<file path="config.mk">
export PLATFORM = sky130hd
export DESIGN_NAME = screen_init
export DESIGN_NICKNAME = d
export VERILOG_FILES = /design/src/rtl/screen_init.sv
export SDC_FILE = /design/constraint.sdc
export NUM_CORES = 1
export LEC_CHECK = 0
export BUFFER_PORTS_ARGS = -buffer_cell sky130_fd_sc_hd__buf_2
export CAP_MARGIN = 20
export CORE_ASPECT_RATIO = 1.75
export CORE_UTILIZATION = 45
export DETAILED_ROUTE_END_ITERATION = 8
export GPL_TIMING_DRIVEN = 0
export PLACE_DENSITY = 0.71
export SYNTH_ARGS = -nofsm -noshare
export SYNTH_HDL_FRONTEND = slang
export SYNTH_SLANG_ARGS = --single-unit
</file>
<file path="constraint.sdc">
create_clock -name clk -period 1.6 [get_ports clk]
set_input_delay 0.4 -clock clk [delete_from_list [all_inputs] [get_ports clk]]
set_output_delay 0.4 -clock clk [all_outputs]
set_load 0.01 [all_outputs]
</file>
<file path="src/rtl/screen_init.sv">
// Screen initialiser: clears the whole frame to CLEAR_COLOUR in raster
// order, then starts the grid drawer and forwards its pixel stream to the
// VGA adapter until the drawer reports completion.
module screen_init #(
  parameter int          SCREEN_W     = 320,
  parameter int          SCREEN_H     = 240,
  parameter logic [2:0]  CLEAR_COLOUR = 3'b000
) (
  input  logic       clk,
  input  logic       rst,
  input  logic       start,
  output logic       done,
  output logic       grid_start,
  input  logic       grid_done,
  input  logic [8:0] grid_x,
  input  logic [7:0] grid_y,
  input  logic [2:0] grid_colour,
  input  logic       grid_plot,
  output logic [8:0] vga_x,
  output logic [7:0] vga_y,
  output logic [2:0] vga_colour,
  output logic       vga_plot
);

  // Counter widths cover SCREEN_W-1 / SCREEN_H-1; at least one bit each.
  localparam int XW = (SCREEN_W > 1) ? $clog2(SCREEN_W) : 1;
  localparam int YW = (SCREEN_H > 1) ? $clog2(SCREEN_H) : 1;
  localparam logic [XW-1:0] X_LAST = XW'(SCREEN_W - 1);
  localparam logic [YW-1:0] Y_LAST = YW'(SCREEN_H - 1);

  typedef enum logic [2:0] {
    IDLE     = 3'd0,
    CLEAR    = 3'd1,
    GRID_ARM = 3'd2,
    GRID_RUN = 3'd3,
    FIN      = 3'd4
  } state_t;

  state_t        state, nxt;
  logic [XW-1:0] cx;
  logic [YW-1:0] cy;
  logic          last_px;

  assign last_px = (cx == X_LAST) && (cy == Y_LAST);

  // State register.
  always_ff @(posedge clk or posedge rst) begin
    if (rst) state <= IDLE;
    else     state <= nxt;
  end

  // Next-state logic plus state-decoded handshake outputs. done and
  // grid_start are pure decodes of the state register, so they are glitch
  // free and drop together with the state change.
  always_comb begin
    nxt        = state;
    done       = 1'b0;
    grid_start = 1'b0;
    case (state)
      IDLE:     if (start) nxt = CLEAR;
      CLEAR:    if (last_px) nxt = GRID_ARM;
      GRID_ARM: begin
        grid_start = 1'b1;
        // A grid_done left high by an earlier run must be seen low first.
        if (!grid_done) nxt = GRID_RUN;
      end
      GRID_RUN: begin
        grid_start = 1'b1;
        if (grid_done) nxt = FIN;
      end
      FIN: begin
        done = 1'b1;
        if (start) nxt = CLEAR;
      end
      default:  nxt = IDLE;
    endcase
  end

  // Raster counters and registered pixel stream.
  always_ff @(posedge clk or posedge rst) begin
    if (rst) begin
      cx         <= '0;
      cy         <= '0;
      vga_x      <= '0;
      vga_y      <= '0;
      vga_colour <= '0;
      vga_plot   <= 1'b0;
    end else begin
      case (state)
        CLEAR: begin
          vga_x      <= 9'(cx);
          vga_y      <= 8'(cy);
          vga_colour <= CLEAR_COLOUR;
          vga_plot   <= 1'b1;
          if (cx == X_LAST) begin
            cx <= '0;
            cy <= (cy == Y_LAST) ? '0 : cy + 1'b1;
          end else begin
            cx <= cx + 1'b1;
          end
        end
        GRID_RUN: begin
          if (grid_done) begin
            vga_plot <= 1'b0;
          end else begin
            vga_x      <= grid_x;
            vga_y      <= grid_y;
            vga_colour <= grid_colour;
            vga_plot   <= grid_plot;
          end
        end
        IDLE, FIN: begin
          vga_plot <= 1'b0;
          if (start) begin
            cx <= '0;
            cy <= '0;
          end
        end
        default: vga_plot <= 1'b0;
      endcase
    end
  end

endmodule

</file>
==> results.md <==
* Worst hold-check path type: in2async
* I/O Buffers at 47
* Ant. Diodes at 0
* Netlist cell types at 41
* Syn Area/Cell at 10.2 um2
* Comb power frac at 41.6%
* Antenna violations before repair at 0
* Yosys Warn Count at 0
* Vias at 1977
* Final HPWL DP at 3.60 mm
* Internal cell power at 2.39 mW
* Outcome: finished with violations
* DRC violations left at 0
* 1st-iter DRT viols at 80
* P_leak at 1.45 nW
* Critical path class: reg2reg
* GP Congestion at 0.812
* Async SR Flop Fraction at 100%
* Sequential share of power at 41.1%
* Sink Count at 41
* Die width at 53.7 um
* Final Skew at 0.00669 ns
* Largest cells by area after synthesis: dfrtp_1, mux2i_1, o21ai_0
* Final layout net count at 317
* Critical path endpoint category: flop
* Number of global-route vias before repair at 1772
* Crit path DAT at 1.94 ns
* Final WS setup at -0.140 ns
* Net Sw Power at 1.45 mW
* Synth Instances at 207
* Die height at 92.5 um
* Actual slew at the worst max-slew pin at 0.855 ns
* Final Hold Violating Endpoints at 0
* Primary FF master, synth: dfrtp_1
* Flops & latches, synth at 41
* Final Util at 66.0%
* Post-synth top cells: dfrtp_1, nand2_1, o21ai_0, mux2i_1, nor2_1
* Clk_lat worst skew at 0.29 ns
* Clock tree root driver cell: clkbuf_8
* Net count after synthesis at 234
* CTS max path bufs at 2
* Crit path cell chain: ha_2 -> and4b_4 -> a41oi_4 -> or4b_4 -> o31ai_2
* Seq/Total Area, Yosys at 48.7%
* Peak Freq at 0.575 GHz
* GRT Residual Overflow at 0
* Syn-to-layout area delta at 39.2%
* Worst Setup Start Kind: flop
* R2r worst-path depth at 5
* R2r endpoint: cy[7]$_DFFE_PP0P_
* Routed WL at 5.73 mm
* R2R Path Start: cy[0]$_DFFE_PP0P_
* Cell with the most instances after synthesis: dfrtp_1
* RSZ-0062 raised after global routing: yes
* Share of the synthesized area in the top cell type at 48.7%
* Core ar. at 4440 um2
* Largest net degree at the start of global routing at 42
* Routed len/inst at 16.8 um
* # setup viols final at 8
* Dpl ws at -0.313 ns
* VDD IR max at 0.838 mV
* R2R Setup Slk at -0.14 ns
* Die area at 4970 um2
* Minimum clock period at 1.74 ns
* DR pass1 iterations at 4
* Slowest CP cell: or4b_4
* Hold Buf Count CTS at 0
* Max_cap viols at 0
* Vias per cell at 5.78
* Switching share of power at 37.8%
* Power per standard cell area at 1310 nW/um2
* Relative slew slack at 42.9%
* Htree depth at 2
* FP Rows at 32
* Initial Util at 47.4%
* Max Fanout on Critical Path at 3
* Tot GR Track Use at 22.5%
* Post-Syn Area at 2110 um2
* Worst path max stage delay at 0.49 ns
* Largest area contributor in the netlist: dfrtp_1
* DRT antenna net count at 0
* CTS tree: done
* First-pass GRT wire length at 8.26 mm
* WL met2 at 2.99 mm
* Slew Limit Fails at 0
* Period utilization at 109%
* Power share of the clock group at 17.4%
* CTS clk-pin slew, worst paths at 0.08 ns
* Met3 wire length at 262 um
* Io pins at 48
* Top sig layer: met4
* M1 WL at 2.36 mm
* Worst Path Required at 1.80 ns
* Failing checks: negative setup slack
* Layout cells sized above 1 at 44.7%
* Post-synth EDFFs at 0
* TritonCTS buffer count at 5
[worst max-delay path, delay by kind of cell (launching register included)]
kind / cells / cell delay, ns
compound gates: 2 / 0.38
simple gates: 2 / 0.69
flops: 1 / 0.39
fa+ha+maj: 1 / 0.20
[metal layers]
layer  track usage [%]  vias to the layer above
met2              36.2                       75
met3              3.61                       15
met1              28.3                      965
met5                 0                        -
li1                  -                      922
met4              9.87                        0
[state kept, by name, indices dropped and copies added, names as in the netlist]
register,count
cx,9
vga_plot,1
vga_y,8
state,3
vga_colour,3
cy,8
vga_x,9
[power by group through the flow]
stage / registers (mW) / clock network, mW / logic (mW)
floorplan: 1.62 / 0 / 0.674
global placement: 1.60 / 0 / 1.08
detailed placement: 1.61 / 0 / 1.10
CTS: 1.55 / 0.675 / 1.34
global route: 1.62 / 0.731 / 1.74
finish: 1.58 / 0.667 / 1.60
[logic make-up (layout without fill, tap and decap cells)]
logic type                 after synthesis  after routing  synth area share, %
DFF                                     41             41                 48.7
muxes                                   19             19                 9.08
AOI/OAI and AO/OA                       57             57                 18.4
xor gates and xnor gates                 6              6                 2.49
and+or+nand+nor                         66             66                 17.1
buffers and inverters                   16            100                 3.09
adders and majority gates                2              2                 1.19
[worst max-delay path by stage]
stage | slack [ns] | to | cells past startpoint | startpoint
detailed placement | -0.31 | vga_y[3]$_DFFE_PP0P_ | 6 | state[1]$_DFFE_PP0P_
global placement | -0.30 | cy[7]$_DFFE_PP0P_ | 5 | cy[0]$_DFFE_PP0P_
floorplan | -0.17 | cy[7]$_DFFE_PP0P_ | 5 | cy[0]$_DFFE_PP0P_
CTS | -0.13 | cy[7]$_DFFE_PP0P_ | 5 | cy[0]$_DFFE_PP0P_
global route | -0.18 | cy[7]$_DFFE_PP0P_ | 5 | cy[0]$_DFFE_PP0P_
finish | -0.14 | cy[7]$_DFFE_PP0P_ | 5 | cy[0]$_DFFE_PP0P_
[what timing repair did]
item                       CTS  global route
setup endpoints to repair   42            36
resized for setup           29            27
buffers inserted            13            15
pin swaps                    5             8
cloned                       0             1
[area by class of cell]
class,instances,area [um2]
timing repair buffer,76,467
tap,51,63.8
clock buffer,5,68.8
multi-input combinational,150,1160
fill,346,1510
sequential,41,1030
inverter,4,15.0
buffer,12,109
clock inverter,3,17.5
[stage by stage]
stage / instance area (um2) / hold slack (ns) / total power, mW / cells / TNS, ns
global placement: 2430 / 0.457 / 2.67 / 305 / -16.88
global route: 2930 / 0.313 / 4.09 / 342 / -1.11
floorplan: 2130 / 0.464 / 2.30 / 207 / -0.302
detailed placement: 2430 / 0.467 / 2.71 / 305 / -5.86
CTS: 2700 / 0.307 / 3.57 / 326 / -0.549
finish: 2930 / 0.274 / 3.84 / 342 / -0.537
[placed cells by master (no fill, tap or decap), types with 2 or more instances in the layout]
master | netlist | layout
clkbuf_2 | 0 | 3
nand2b_1 | 3 | 2
o21ai_0 | 25 | 23
inv_2 | 0 | 2
mux2i_1 | 18 | 18
clkbuf_8 | 0 | 5
inv_1 | 4 | 2
a21o_1 | 3 | 2
dfrtp_2 | 0 | 3
nand2b_4 | 1 | 2
a211oi_1 | 5 | 4
nand3_1 | 3 | 3
buf_4 | 0 | 28
a21oi_1 | 6 | 5
o31ai_2 | 0 | 3
a2111oi_4 | 0 | 2
nor2_4 | 0 | 2
dfrtp_1 | 41 | 38
nor2_1 | 12 | 9
clkinv_2 | 0 | 2
o22ai_1 | 2 | 2
o21ai_1 | 0 | 2
or3b_2 | 2 | 2
clkbuf_1 | 8 | 2
xnor2_1 | 6 | 6
nand4_1 | 2 | 2
nor3_1 | 2 | 2
buf_6 | 0 | 6
nand2_1 | 26 | 25
buf_8 | 0 | 3
a22o_1 | 5 | 5
buf_2 | 4 | 46
Note: power is estimated with default switching activity, not from simulation.
